### src/rtl/unified_mem_arbiter.sv
// Arbitrates one single-ported, variable-latency 32-bit memory between instruction fetch (IF)
// and load/store (MA). Covers byte lanes, misalignment, IF/MA fairness and ack timeout.
module unified_mem_arbiter #(
   parameter int unsigned ADDR_W       = 16,
   parameter int unsigned MA_BURST_MAX = 4,
   parameter int unsigned TIMEOUT      = 64
) (
   input  logic              clk_i,
   input  logic              reset_i,
   input  logic              if_req_i,
   input  logic [ADDR_W-1:0] if_addr_i,
   output logic [31:0]       if_rdata_o,
   output logic              if_ready_o,
   output logic              if_err_o,
   input  logic              ma_re_i,
   input  logic              ma_we_i,
   input  logic [ADDR_W-1:0] ma_addr_i,
   input  logic [31:0]       ma_wdata_i,
   input  logic [1:0]        ma_store_type_i,
   output logic [31:0]       ma_rdata_o,
   output logic              ma_ready_o,
   output logic              ma_err_o,
   output logic              stall_if_o,
   output logic              stall_ma_o,
   output logic              mem_req_o,
   output logic              mem_we_o,
   output logic [ADDR_W-1:0] mem_addr_o,
   output logic [31:0]       mem_wdata_o,
   output logic [3:0]        mem_be_o,
   input  logic [31:0]       mem_rdata_i,
   input  logic              mem_ack_i
);

   localparam int unsigned ToW    = (TIMEOUT > 1) ? $clog2(TIMEOUT) : 1;
   localparam int unsigned FairW  = ($clog2(MA_BURST_MAX + 1) > 0) ? $clog2(MA_BURST_MAX + 1) : 1;
   localparam logic [ToW-1:0]   ToLast  = ToW'(TIMEOUT - 1);
   localparam logic [FairW-1:0] FairMax = FairW'(MA_BURST_MAX);

   typedef enum logic [1:0] {StIdle, StGrantIf, StGrantMa, StDone} state_e;

   state_e              state_q;
   logic [ToW-1:0]      to_cnt_q;
   logic [FairW-1:0]    fair_q;
   logic                mem_req_q;
   logic                mem_we_q;
   logic [ADDR_W-1:0]   mem_addr_q;
   logic [31:0]         mem_wdata_q;
   logic [3:0]          mem_be_q;
   logic [31:0]         if_rdata_q;
   logic [31:0]         ma_rdata_q;
   logic                if_ready_q;
   logic                ma_ready_q;
   logic                if_err_q;
   logic                ma_err_q;

   logic                ma_req;
   logic                pick_ma;
   logic                pick_if;
   logic [1:0]          ma_off;
   logic                ma_misaligned;
   logic [3:0]          ma_be;
   logic [31:0]         ma_lane_wdata;
   logic                unused_if_lsb;

   // Fetches are word aligned by contract; the low bits are dropped.
   assign unused_if_lsb = ^if_addr_i[1:0];

   assign ma_req  = ma_re_i | ma_we_i;
   assign pick_ma = ma_req & (~if_req_i | (fair_q < FairMax));
   assign pick_if = if_req_i & ~pick_ma;
   assign ma_off  = ma_addr_i[1:0];

   always_comb begin
      ma_misaligned = 1'b0;
      ma_be         = 4'b1111;
      ma_lane_wdata = ma_wdata_i;
      case (ma_store_type_i)
         2'b00: begin
            ma_be         = 4'b0001 << ma_off;
            ma_lane_wdata = {4{ma_wdata_i[7:0]}};
         end
         2'b01: begin
            ma_be         = 4'b0011 << ma_off;
            ma_lane_wdata = {2{ma_wdata_i[15:0]}};
            ma_misaligned = ma_off[0];
         end
         default: ma_misaligned = (ma_off != 2'b00);
      endcase
      // Loads always fetch the full word; the pipeline extracts the lane itself.
      if (!ma_we_i) begin
         ma_be         = 4'b1111;
         ma_lane_wdata = '0;
      end
   end

   always_ff @(posedge clk_i or posedge reset_i) begin
      if (reset_i) begin
         state_q     <= StIdle;
         to_cnt_q    <= '0;
         fair_q      <= '0;
         mem_req_q   <= 1'b0;
         mem_we_q    <= 1'b0;
         mem_addr_q  <= '0;
         mem_wdata_q <= '0;
         mem_be_q    <= '0;
         if_rdata_q  <= '0;
         ma_rdata_q  <= '0;
         if_ready_q  <= 1'b0;
         ma_ready_q  <= 1'b0;
         if_err_q    <= 1'b0;
         ma_err_q    <= 1'b0;
      end else begin
         if_ready_q <= 1'b0;
         ma_ready_q <= 1'b0;
         if_err_q   <= 1'b0;
         ma_err_q   <= 1'b0;
         unique case (state_q)
            StIdle: begin
               to_cnt_q <= '0;
               if (pick_ma) begin
                  if (if_req_i && (fair_q != FairMax)) begin
                     fair_q <= fair_q + 1'b1;
                  end
                  if (ma_misaligned) begin
                     state_q    <= StDone;
                     ma_ready_q <= 1'b1;
                     ma_err_q   <= 1'b1;
                     ma_rdata_q <= '0;
                  end else begin
                     state_q     <= StGrantMa;
                     mem_req_q   <= 1'b1;
                     mem_we_q    <= ma_we_i;
                     mem_addr_q  <= {ma_addr_i[ADDR_W-1:2], 2'b00};
                     mem_wdata_q <= ma_lane_wdata;
                     mem_be_q    <= ma_be;
                  end
               end else if (pick_if) begin
                  fair_q      <= '0;
                  state_q     <= StGrantIf;
                  mem_req_q   <= 1'b1;
                  mem_we_q    <= 1'b0;
                  mem_addr_q  <= {if_addr_i[ADDR_W-1:2], 2'b00};
                  mem_wdata_q <= '0;
                  mem_be_q    <= 4'b1111;
               end
            end
            StGrantIf, StGrantMa: begin
               // An ack in the final timeout cycle still completes cleanly.
               if (mem_ack_i || (to_cnt_q == ToLast)) begin
                  state_q   <= StDone;
                  mem_req_q <= 1'b0;
                  mem_we_q  <= 1'b0;
                  if (state_q == StGrantIf) begin
                     if_ready_q <= 1'b1;
                     if_err_q   <= ~mem_ack_i;
                     if_rdata_q <= mem_ack_i ? mem_rdata_i : 32'h0;
                  end else begin
                     ma_ready_q <= 1'b1;
                     ma_err_q   <= ~mem_ack_i;
                     ma_rdata_q <= mem_ack_i ? mem_rdata_i : 32'h0;
                  end
               end else begin
                  to_cnt_q <= to_cnt_q + 1'b1;
               end
            end
            StDone: state_q <= StIdle;
         endcase
      end
   end

   assign if_rdata_o  = if_rdata_q;
   assign if_ready_o  = if_ready_q;
   assign if_err_o    = if_err_q;
   assign ma_rdata_o  = ma_rdata_q;
   assign ma_ready_o  = ma_ready_q;
   assign ma_err_o    = ma_err_q;
   assign mem_req_o   = mem_req_q;
   assign mem_we_o    = mem_we_q;
   assign mem_addr_o  = mem_addr_q;
   assign mem_wdata_o = mem_wdata_q;
   assign mem_be_o    = mem_be_q;

   // Reset gates the stalls so the pipeline is released the moment reset asserts.
   assign stall_if_o = if_req_i & ~if_ready_q & ~reset_i;
   assign stall_ma_o = ma_req & ~ma_ready_q & ~reset_i;

endmodule

### config.mk
export PLATFORM = sky130hd
export DESIGN_NAME = unified_mem_arbiter
export DESIGN_NICKNAME = d
export VERILOG_FILES = /design/src/rtl/unified_mem_arbiter.sv
export SDC_FILE = /design/constraint.sdc
export NUM_CORES = 1
export LEC_CHECK = 0
export BUFFER_PORTS_ARGS = -buffer_cell sky130_fd_sc_hd__buf_2
export CAP_MARGIN = 20
export CORE_MARGIN = 5
export CORE_UTILIZATION = 35
export CTS_CLUSTER_DIAMETER = 30
export DETAILED_ROUTE_END_ITERATION = 6
export PLACE_DENSITY = 0.74
export SETUP_SLACK_MARGIN = 0.1
export SYNTH_ARGS = -nofsm -noshare
export SYNTH_HDL_FRONTEND = slang
export SYNTH_SLANG_ARGS = --single-unit
### constraint.sdc
create_clock -name clk_i -period 4.2 [get_ports clk_i]
set_input_delay 0.63 -clock clk_i [delete_from_list [all_inputs] [get_ports clk_i]]
set_output_delay 0.63 -clock clk_i [all_outputs]
set_load 0.005 [all_outputs]
==> impl_summary.md, run 1 <==
Setup path
The critical path startpoint is ma_store_type_i[1]. In this run the critical register-to-register path is captured at ma_rdata_o[0]. The depth of the worst register-to-register path is 6.

The startpoint of the lowest-slack register-to-register path is state_q[0]. The setup path with the least slack is of type in2reg. The critical path endpoint category is a flip-flop.

The endpoint required time on the critical path is 4.49 ns. The startpoint class of the critical path is an input port. Data arrives at the worst endpoint at 2.99 ns. The termination of the worst setup path is mem_wdata_o[16]. The maximum net fanout on the critical path is 21.

In this run the register-to-register setup slack is ~1.5 ns.

Timing
The share of the cycle needed by the critical path after routing is 64.3%. The number of max-slew violations in the final report came to 0. After routing, the total negative slack on setup checks comes to 0 ns. The post-route clock skew is 0.00870 ns. Setup violations remaining at the end of the flow were counted as 0.

Setup repair after global routing left no endpoint under its margin. The worst slack on hold paths is 0.343 ns. The timing-limited maximum frequency is 370 MHz. The slew at the pin closest to its max-slew limit is 0.680 ns. Measured against its own limit, the worst slew margin works out to 54.6%.

The worst path in the final design needs a cycle of approximately 2.7 ns, including I/O delays and setup. The count of endpoints failing hold in the final timing report is 0.

Logic synthesis
The post-synthesis area per instance is 12.3 µm². After synthesis, the largest area contributor takes up around 54% of total cell area. The total of warnings raised by yosys is 0. For this run, the leading register cell type out of synthesis is sky130_fd_sc_hd__dfrtp_1. The netlist uses between 40 and 50 different library cells. Summing the sequential cell areas from Yosys gives 54.1% of the chip area.

sky130_fd_sc_hd__dfrtp_1 takes more of the synthesized area than any other cell. For this run, asynchronously set or reset flops after synthesis account for 100%. The cell area after synthesis is 6060 µm². Yosys mapped a number of flops with a built-in enable equal to 0.

The instance count of the mapped netlist is 492. Yosys attributes the largest share of cell area to sky130_fd_sc_hd__dfrtp_1 (54%), sky130_fd_sc_hd__mux2_4 (10%), sky130_fd_sc_hd__a22o_1 (9.4%). Counting flops and latches in the post-synthesis netlist gives approximately 130.

Drt
The violation count after the first detailed-routing iteration is 205. The routed via count is 4709. The average wire length per cell after detail routing is 17.3 µm. The total iterations of the first detailed-routing run is 4. The post-detailed-route via-to-cell ratio is 4.97.

The count of nets left with antenna violations once routing finished came out at 0. Wires add up to roughly 16 mm. The post-detailed-route DRC marker count is 0.

GRT
The met2 capacity usage during global routing is 26.2%. Entering global routing, the biggest net connects 50 pins. Global routing used 16.5% of the available tracks across all layers. The layer with the highest usage after global routing is met2.

The global routing usage on met3 is 6.13%. The global-route wire length before repair is 26.2 mm. The initial antenna violation count is 0.

For this run the aggregate overflow at the end of global routing stands at 0. The via count of the first global-routing pass was roughly 4900. In the global route stage, met1 resource usage came out at about a fifth.

Clocking
The CTS tree is yes. The number of post-CTS setup repair buffers is 0. After clock tree synthesis, the clock-pin slew on the worst setup and hold paths is 0.06 ns. Clock latency on the worst-skew pair, taken at its later pin, is 0.41 ns. The hold-fix buffer count after cts is 0.

TritonCTS created 17 clock buffers. The buffer type at the clock tree root is sky130_fd_sc_hd__clkbuf_16. Counting along the longest clock path gives a buffer depth of 2. The H-tree depth is 4. Gates resized during post-CTS repair numbered 0. The clock drives 131 sinks.

Cells and area
The finished layout cell area is roughly 8000 µm². From synthesis to final layout, the design area changed by 32.5%. The leading cell type in the layout, fill and taps excluded is sky130_fd_sc_hd__buf_2. In the final layout, the share of cells above drive strength 1 is 46.6%. The fill cell total of the finished layout is 1555. 0 antenna diodes ended up in the layout. The final layout net count is approximately 820. The area of combinational cells with multiple inputs is 2520 µm². In the layout the commonest cells are sky130_fd_sc_hd__buf_2 (223), sky130_fd_sc_hd__dfrtp_1 (131), sky130_fd_sc_hd__a22o_1 (65), sky130_fd_sc_hd__nand2_1 (54), sky130_fd_sc_hd__mux2_4 (42). The number of standard cells in the layout, taps in and fillers out is 948. Summing all flip-flop and latch instances after layout gives 3280 µm².

Placed design
Once detailed placement completed, the half-perimeter wirelength came to 11.9 mm. Buffers placed on the I/O ports in this run total 223. Routability-driven placement finished with a final weighted congestion of 0.823. The placement-stage cell area is 7380 µm². Once placement completed, the tool counted placed cells totaling 915.

Power
For this design the static power due to leakage is 4.30 nW. After layout, the design draws a total of 0.00591 W. In this run the power density over the cells is around 740 nW/µm².

IR analysis of the VDD net gives a maximum drop of 0.468 mV.

Worst hold path
In this run the worst hold path is classified as in2async.

Floorplanning
The number of rows in the core area is 48. The initial cell density of the core is 35.4%. The number of primary I/O pins is ~230. The die outline area is 20000 µm². The total core area is 17100 µm². The floorplan step set the die width to 142 µm.

The die is between 100 and 150 µm tall.

Status
The run finished with clean final reports.

Flow run
Max-cap violations in this run came to 0.
[layout make-up]
cell class | instances | share of cell area [%]
clock inverter | 14 | 2.34
tap | 225 | 3.51
timing repair buffer | 234 | 15.5
clock buffer | 18 | 5.47
inverter | 19 | 0.936
sequential | 131 | 40.9
multi-input combinational | 307 | 31.4
[worst min path at each step]
stage / from / to / slack [ns] / depth (start not counted)
after floorplan: fair_q[1] / fair_q[1] / 0.47 / 2
after global placement: ma_rdata_o[0] / ma_rdata_o[0] / 0.48 / 1
after detailed placement: ma_rdata_o[29] / ma_rdata_o[29] / 0.48 / 1
after CTS: reset_i / mem_addr_o[2] / 0.34 / 2
after global routing: reset_i / mem_addr_o[2] / 0.37 / 2
final: reset_i / mem_addr_o[3] / 0.34 / 2
[state kept, by name (all words and copies together) (netlist names)]
signal and count:
ma_rdata_o 32, mem_addr_o 14, mem_be_o 4, mem_we_o 1, ma_err_o 1, fair_q 3, to_cnt_q 6, state_q 2
mem_req_o 1, if_ready_o 1, if_rdata_o 32, ma_ready_o 1, if_err_o 1, mem_wdata_o 32
[Yosys cell counts (all sizes together) (2+ instances only)]
library cell / n
a22o: 65
nor3b: 2
nor2b: 3
and2: 2
nor2: 19
and3: 4
mux2: 65
o21ai: 5
a221o: 2
mux2i: 18
inv: 18
a211oi: 2
dfrtp: 131
o211ai: 2
clkbuf: 15
nand2: 54
a21o: 4
a21oi: 23
buf: 21
ha: 7
a31oi: 3
nand3: 5
nor3: 3
nand4b: 3
[stage by stage]
step                util (%)  setup WS (ns)
floorplan                  -           1.95
global placement        43.1           1.11
detailed placement      43.1           1.07
CTS                     46.8           1.45
global route            46.9           1.36
finish                  46.9           1.50
[kinds of logic after synthesis]
group / share of synthesized area, %
DFF: 54.1
xor gates and xnor gates: 0.145
muxes: 17.7
buffers and inverters: 4.44
other: 0.0619
and+or+nand+nor: 7.36
adders and majority gates: 1.45
AOI/OAI and AO/OA: 14.8
[power breakdown]
| group | internal (W) | switching (W) |
|---|---|---|
| clock | 0.000971 | 0.000599 |
| combinational | 0.00121 | 0.00103 |
| sequential | 0.00179 | 0.000314 |
| total | 0.00397 | 0.00194 |
[layer usage]
metal	part of all wire (%)	routed length (µm)
met1	42	6870
met3	11	1750
met4	1.5	252
met5	0	0
met2	46	7570
[worst max-delay path: stages]
cell,delay (ns)
sky130_fd_sc_hd__buf_2,0.26
sky130_fd_sc_hd__or2_1,0.45
sky130_fd_sc_hd__and3_4,0.27
sky130_fd_sc_hd__or3_2,0.77
sky130_fd_sc_hd__buf_12,0.29
sky130_fd_sc_hd__mux2_4,0.31
Power figures use the tool's default switching activity.
==> run 2: changes to the inputs <==
--- a/config.mk
+++ b/config.mk
@@ -5,13 +5,14 @@
 export SDC_FILE = /design/constraint.sdc
 export NUM_CORES = 1
 export LEC_CHECK = 0
+export ABC_AREA = 1
 export BUFFER_PORTS_ARGS = -buffer_cell sky130_fd_sc_hd__buf_2
 export CAP_MARGIN = 20
 export CORE_MARGIN = 5
 export CORE_UTILIZATION = 35
 export CTS_CLUSTER_DIAMETER = 30
 export DETAILED_ROUTE_END_ITERATION = 6
-export PLACE_DENSITY = 0.74
+export PLACE_DENSITY = 0.71
 export SETUP_SLACK_MARGIN = 0.1
 export SYNTH_ARGS = -nofsm -noshare
 export SYNTH_HDL_FRONTEND = slang
==> constraint.sdc (replaced) <==
create_clock -name clk_i -period 2.7 [get_ports clk_i]
set_input_delay 0.405 -clock clk_i [delete_from_list [all_inputs] [get_ports clk_i]]
set_output_delay 0.405 -clock clk_i [all_outputs]
set_load 0.005 [all_outputs]
==> run 2 against run 1 <==
- final cell count rose by 26%
- combinational power rose by 73%
- register-to-register slack got worse by 0.93 ns
- clock skew rose by 0.0014 ns
- sequential power rose by 53%
- non-clock buffer count rose by 8
- routed wire length rose by 9.7%
- hold slack got worse by 0.26 ns
- via count rose by 21%
- sequential share of layout area fell by 0.57 points
- clock power rose by 35%
- critical endpoint is now ma_rdata_o[30]
- largest power group unchanged
- highest routed layer unchanged
==> impl_summary.md, run 2 <==
Status
The flow ran to the end, and the final reports show no timing, DRC or antenna violations.

Clocking
The CTS tree is yes. Post-CTS timing repair inserted 0 buffers for setup. The later pin in the worst-skew pair is clocked with a latency of 0.41 ns. After clock tree synthesis, the clock-pin slew on the worst setup and hold paths is ~0.060 ns. The tree is rooted in a sky130_fd_sc_hd__clkbuf_16.

Buffers inserted during clock tree synthesis total 17. The H-tree depth is 4. The number of hold buffers added after CTS was 0. Counting along the longest clock path gives a buffer depth of 2.

The number of clock sinks seen by CTS is 131. The number of resized instances in the post-cts repair step is 0.

Floorplanning
The die covers between 20000 and 25000 µm². Measured along the y axis, the die boundary spans 144 µm. The initial cell density of the core is a little over a third. The number of rows in the core area is 48. In this run the horizontal extent of the chip is 144 µm. For this design the top-level I/O count stands at 228. In this run the standard cell core region covers around 17000 µm².

Setup path
The critical path endpoint category is a flip-flop. The worst setup path is launched from a flip-flop. The type of the setup path with the least slack is reg2reg. The maximum net fanout on the critical path is 32. STA puts the critical path data required time at 2.99 ns. The worst endpoint data arrival time is 2.40 ns.

GRT
The total overflow left after global routing is 0. The via count of the first global-routing pass is 5562. Across every metal layer, demand over resource in global routing totals 17.7%.

The global-route wire length before repair is 28.9 mm. The maximum number of pins on one net before global-route repair is 66. The initial antenna violation count is 1.

Logic synthesis
After synthesis the netlist holds a flip-flop and latch count of 131. The number of library cell types mapped by synthesis is 32. In the synthesized netlist the async set-or-reset flop fraction comes to 100%. Averaged over all synthesized cells, the footprint is 8.38 µm². The dominant register cell in the synthesized netlist is sky130_fd_sc_hd__dfrtp_1. The cell area after synthesis is 6250 µm². In the post-synthesis netlist, the biggest area contributors are sky130_fd_sc_hd__dfrtp_1 (52%), sky130_fd_sc_hd__nand2_1 (15%), sky130_fd_sc_hd__o21ai_1 (4.3%).

In the synthesized netlist, the cells that appear most often are sky130_fd_sc_hd__nand2_1 (256), sky130_fd_sc_hd__dfrtp_1 (131), sky130_fd_sc_hd__nor2_1 (55). The cell accounting for the most synthesized area is sky130_fd_sc_hd__dfrtp_1. The post-synthesis sequential area ratio is between 50% and 60%. The number of enable flip-flop cells after synthesis is 0.

The total of warnings raised by yosys is 0. The fraction of post-synthesis cell area in the top cell type by area is 52.4%. The most common cell in the synthesized netlist is sky130_fd_sc_hd__nand2_1. Synthesis produced a netlist whose cell count is 746.

Placed design
Routability-driven placement finished with a final weighted congestion of 0.815. The HPWL after detailed placement is 13.1 mm. The count of buffers inserted at the top-level ports is 223.

Cells and area
The final layout net count is 1071. The share of final-layout standard cells stronger than drive strength 1 is 31.9%. Leaving out fill and tap cells, the most frequent cells in the layout are sky130_fd_sc_hd__nand2_1 (256), sky130_fd_sc_hd__buf_2 (223), sky130_fd_sc_hd__dfrtp_1 (131), sky130_fd_sc_hd__o21ai_1 (54), sky130_fd_sc_hd__nor2_1 (54). The library cell used most frequently in the layout, excluding fill and tap cells, is sky130_fd_sc_hd__nand2_1. The layout has around 1700 filler cells. Compared with the post-synthesis result, the final layout area differs by 30.2%.

Timing
The count of endpoints failing setup in the final report is 0. The number of max-slew violations in the final report is 0. The share of the cycle needed by the critical path after routing is 78.1%.

The worst-case headroom to the max-slew limit is 60.4%. The timing-limited maximum frequency is 474 MHz. The count of endpoints failing hold in the final timing report is 0. The worst path needs 2.11 ns of the cycle, external delays included. Setup repair after global routing left no endpoint under its margin. The setup TNS after final layout is 0 ns. The worst slack on hold paths is 0.0847 ns. The clock arrives with approximately 0.010 ns of skew. For the pin with the worst max-slew slack, the measured transition is 0.593 ns.

Drt
After detailed routing, the number of remaining DRC violations is 0. For this block, the via count after detailed routing is around 5700. The violation count after the first detailed-routing iteration is around 370. For this run, the detailed router's first-pass iteration total came to 7. In the final routed layout, each cell accounts on average for 15.1 µm. The routed design has 18.0 mm of wire. The post-detailed-route via-to-cell ratio is 4.75.

The count of nets left with antenna violations once routing finished came out at 0.

Flow run
The number of violations of the max-capacitance limit is 0.

Power
Across the VDD grid, the largest voltage drop is 0.470 mV. The power per cell area is 1130 nW/µm². The analysis attributes to cell leakage a power of 4.46 nW.

Worst hold path
The min-delay analysis places its worst path in the category in2async.
## run 2: changes by cell type in the layout (fill, tap and decap cells not counted), sizes merged, moves of 8 or more
cell | before | now
o211ai | 2 | 16
buf | 234 | 242
nor2 | 19 | 59
nand2 | 54 | 262
mux2i | 18 | 0
mux2 | 65 | 0
o22ai | 1 | 11
inv | 25 | 46
o21ai | 5 | 78
nand3 | 5 | 15
a22o | 65 | 0
nand4 | 0 | 33
## run 2: worst max-delay path, cell delays in order (launching register included)
cell                      delay (ns)
sky130_fd_sc_hd__dfrtp_1        0.39
sky130_fd_sc_hd__inv_1          0.08
sky130_fd_sc_hd__ha_1           0.59
sky130_fd_sc_hd__nor2_1         0.19
sky130_fd_sc_hd__nor2_4         0.16
sky130_fd_sc_hd__nand3_4        0.34
sky130_fd_sc_hd__nand2_1        0.16
sky130_fd_sc_hd__nand2_1        0.07
## run 2: worst paths after layout
| path | slack [ns] | cells past startpoint | end | start |
|---|---|---|---|---|
| worst max-delay path | 0.59 | 7 | ma_rdata_o[30] | state_q[0] |
| worst min-delay path | 0.08 | 2 | if_rdata_o[6] | reset_i |
| worst max register to register | 0.59 | 7 | ma_rdata_o[30] | state_q[0] |
| worst min register to register | 0.46 | 2 | ma_rdata_o[29] | ma_rdata_o[29] |
| max in group asynchronous | 2.00 | 3 | ma_rdata_o[10] | reset_i |
| min in group clk_i | 0.26 | 3 | mem_wdata_o[5] | ma_wdata_i[5] |
## run 2: kinds of logic after synthesis
family,Yosys count,synth area share (%)
AO/OA/AOI/OAI,129,12.1
XOR/XNOR,2,0.280
adder cells (fa/ha/maj),7,1.40
buffers and inverters,95,7.45
flip-flops,131,52.4
other,1,0.0600
AND/OR/NAND/NOR,381,26.2
## run 2: report_power, final
part	total, W	internal, W	switching (W)
Clock	0.00212	0.00129	0.000831
Combinational	0.00388	0.00146	0.00242
Sequential	0.00323	0.00280	0.000433
Total	0.00923	0.00555	0.00368
## run 2: cell type report
cell class | count | area, µm² | share of cell area [%]
antenna | 1 | 2.50 | 0.0308
clock buffer | 24 | 502 | 6.17
clock inverter | 8 | 51.3 | 0.630
inverter | 47 | 180 | 2.21
multi-input combinational | 521 | 2520 | 31.0
sequential | 131 | 3280 | 40.3
tap | 225 | 282 | 3.46
timing repair buffer | 242 | 1320 | 16.2
## run 2: routing by layer
layer / up-vias / wire (µm) / track usage (%)
met5: - / 0 / 0
met4: 0 / 329 / 6.00
met3: 22 / 1030 / 3.96
met2: 165 / 8910 / 29.3
met1: 2647 / 7780 / 22.9
li1: 2860 / - / -
## run 2: per-stage QoR
stage | worst slack (ns) | power (W) | instance area (µm²) | utilization (%) | std cells
global route | 0.330 | 0.0100 | 8140 | 46.7 | 1199
global placement | 0.624 | 0.00708 | 7580 | 43.5 | 1166
CTS | 0.559 | 0.00935 | 8140 | 46.7 | 1198
detailed placement | 0.565 | 0.00719 | 7580 | 43.5 | 1166
finish | 0.590 | 0.00923 | 8140 | 46.7 | 1199
floorplan | 0.672 | 0.00564 | 6260 | - | 747
==> run 3: changes to the inputs <==
--- a/config.mk
+++ b/config.mk
@@ -5,7 +5,7 @@
 export SDC_FILE = /design/constraint.sdc
 export NUM_CORES = 1
 export LEC_CHECK = 0
-export ABC_AREA = 1
+export ABC_AREA = 0
 export BUFFER_PORTS_ARGS = -buffer_cell sky130_fd_sc_hd__buf_2
 export CAP_MARGIN = 20
 export CORE_MARGIN = 5
==> constraint.sdc (replaced) <==
create_clock -name clk_i -period 2.1 [get_ports clk_i]
set_input_delay 0.315 -clock clk_i [delete_from_list [all_inputs] [get_ports clk_i]]
set_output_delay 0.315 -clock clk_i [all_outputs]
set_load 0.005 [all_outputs]
==> run 3 against run 2 <==
- flip-flop and latch count unchanged
- largest power group unchanged
- non-clock buffer count rose by 9
- combinational power up 22%
- count of clock-buffer cells in the layout decreased by 7
- routed wire length is 6.9% lower
- global-route usage down 0.93 points
- sequential share of layout area decreased by 0.12 points
==> impl_summary.md, run 3 (same netlist as run 1, synthesis figures left out) <==
Cells and area
The antenna diode count is 0. The area added between synthesis and finish is 34.8%. The share of final-layout standard cells stronger than drive strength 1 is 48.0%.

At the end of the flow, the number of nets in the layout was 838. Counting the fill cells in the layout gives 1567. The library cells used most frequently in the layout, excluding fill and tap cells, are sky130_fd_sc_hd__buf_2 (223), sky130_fd_sc_hd__dfrtp_1 (131), sky130_fd_sc_hd__a22o_1 (65), sky130_fd_sc_hd__nand2_1 (54), sky130_fd_sc_hd__mux2_4 (42). Once layout is done, the placed cells without fillers occupy 8160 µm².

Leaving out fill and tap cells, the most frequent cell in the layout is sky130_fd_sc_hd__buf_2. The core occupancy in the finished layout is 47.7%.

Drt
In the final routed layout, each cell accounts on average for 17.4 µm. The count of nets left with antenna violations once routing finished came out at 0. Across all layers, the routed design uses 4794 vias. The total iterations of the first detailed-routing run is 4.

The post-detailed-route via-to-cell ratio is 4.97. In the routed design, unresolved DRC markers number 0. After the first detailed-routing iteration, the DRC count stood at between 100 and 150.

The routed wire length is approximately 17 mm.

Placed design
The count of buffers inserted at the top-level ports is 223. At the end of routability-driven placement, the weighted congestion stood at 0.787. The worst-case setup slack after placement is 0.0369 ns. Summing all placed instances gives a cell area of 7550 µm².

Summed over all nets, the half-perimeter wirelength after detailed placement is between 10 and 15 mm.

Setup path
The maximum net fanout on the critical path is 32. The endpoint required time on the critical path is 2.40 ns. Data arrives at the worst endpoint at 2.22 ns. The setup check on the worst reg-to-reg path leaves a slack of 0.19 ns. The critical path endpoint category is a flip-flop.

The startpoint class of the critical path is a flip-flop. The critical path is of the reg2reg type.

Clocking
After clock tree synthesis, the flow added hold-fix buffers numbering 0. The H-tree depth is 4. The number of clock sinks seen by CTS is 131. The total CTS buffers is 17. CTS placed an instance of sky130_fd_sc_hd__clkbuf_16 at the clock tree root. The clock latency on the worst-skew pair is between 0.4 and 0.5 ns. TritonCTS built the clock tree. The clock tree buffer depth is 2.

After clock tree synthesis, the clock-pin slew on the worst setup and hold paths is 0.06 ns.

Power
The standby leakage power is approximately 4.4 nW. The switching share of total power is 33.1%. The total power after layout is ~0.012 W. The largest voltage drop on the vdd net is ~0.75 mV.

Registers are responsible for 35.1% of the overall power. The internal portion of the total power is 0.00797 W. The fraction of power consumed by the clock network is ~25%. The net load switching power is 0.00395 W. Dividing total power by cell area gives a power density of 1460 nW/µm².

Combinational cells account for 39.8% of the total power.

Timing
Setup repair after global routing left no endpoint under its margin. Derived from the worst setup path, the maximum achievable clock frequency is 522 MHz. The share of the cycle needed by the critical path after routing is around nine tenths. The slew at the pin closest to its max-slew limit is 0.693 ns. Setup violations remaining at the end of the flow were counted as 0. Counting I/O delays and the setup requirement, the final critical path takes 1.91 ns.

The count of endpoints failing hold in the final timing report is 0. The number of max-slew violations in the final report was 0. Headroom to the max-slew limit came out at 53.8%. The setup TNS after final layout is 0 ns. The least setup slack across all paths after layout is 0.186 ns. The post-route clock skew is 0.0155 ns.

Floorplanning
The horizontal die dimension is 142 µm. In this run the core area contains 48 standard-cell rows. Pin placement for this block handled 228 I/O pins. The floorplan step defined a core boundary enclosing 17100 µm².

The die outline area is between 20000 and 25000 µm². Once the floorplan was initialized, standard cells occupied 35.4% of the core. The die outline height is 142 µm.

GRT
After global routing the overflow that remains totals 0. The via count of the first global-routing pass came to between 5000 and 6000. The maximum number of pins on one net before global-route repair is roughly 130. The global-route wire length before repair is 26.4 mm. Across every metal layer, demand over resource in global routing totals 16.8%. The initial antenna violation count is 0.

Worst hold path
The class of the tightest hold or removal check is in2async.

Flow run
Max-cap violations in this run came to 0.

Status
The flow ran to the end, and the final reports show no timing, DRC or antenna violations.
run 3: cell count changes in the layout (fill, tap and decap cells not counted), sizes merged, moves of 14 or more:
cell,delta
inv,-23
nor2,-40
nand2,-208
a22o,+65
mux2i,+18
o21ai,-73
o211ai,-14
nand4,-33
mux2,+65
run 3: metal layers:
metal / routed length [µm] / global-route usage [%] / part of all wire [%] / vias to the layer above
met2: 7530 / 26.5 / 45 / 217
met1: 7250 / 21.2 / 43 / 2333
li1: - / - / - / 2231
met3: 1760 / 6.27 / 10 / 13
met4: 259 / 5.66 / 1.5 / 0
met5: 0 / 0 / 0 / -
run 3: area by class of cell:
class / count / area (µm²) / share of cell area (%)
tap: 225 / 282 / 3.45
clock buffer: 17 / 425 / 5.21
multi-input combinational: 307 / 2520 / 30.9
clock inverter: 15 / 173 / 2.12
sequential: 131 / 3280 / 40.2
inverter: 19 / 75.1 / 0.920
timing repair buffer: 251 / 1410 / 17.2
run 3: worst paths after layout:
| check | to | cells after the start | startpoint |
|---|---|---|---|
| setup / recovery | ma_rdata_o[1] | 7 | state_q[1] |
| hold / removal | fair_q[1] | 3 | reset_i |
| setup reg to reg | ma_rdata_o[1] | 7 | state_q[1] |
| hold reg to reg | ma_rdata_o[9] | 1 | ma_rdata_o[9] |
| max in group asynchronous | if_err_o | 3 | reset_i |
| min in group clk_i | if_rdata_o[5] | 2 | mem_rdata_i[5] |
run 3: critical path, stage by stage, from the launching register on:
cell and delay, ns:
sky130_fd_sc_hd__dfrtp_1 0.38, sky130_fd_sc_hd__inv_1 0.13, sky130_fd_sc_hd__ha_1 0.20, sky130_fd_sc_hd__buf_6 0.17
sky130_fd_sc_hd__nor2_1 0.09, sky130_fd_sc_hd__a2111o_1 0.45, sky130_fd_sc_hd__buf_12 0.19, sky130_fd_sc_hd__a22o_1 0.18
run 3: power by group through the flow:
stage / combinational, W / sequential [W] / clock [W]
after CTS: 0.00479 / 0.00418 / 0.00309
after global routing: 0.00517 / 0.00431 / 0.00319
after global placement: 0.00467 / 0.00421 / 0
after floorplan: 0.00275 / 0.00424 / 0
final: 0.00474 / 0.00418 / 0.00300
after detailed placement: 0.00482 / 0.00416 / 0
run 3: what timing repair did:
action                                  CTS  global route
resized for setup                         0             3
endpoints found under the setup margin    0            74
setup buffers                             0             1
endpoints found under the hold margin     0             0
run 3: per-stage QoR:
step / hold slack (ns) / cells
floorplan: 0.448 / 493
global placement: 0.479 / 932
detailed placement: 0.477 / 932
CTS: 0.104 / 964
global route: 0.110 / 965
finish: 0.127 / 965
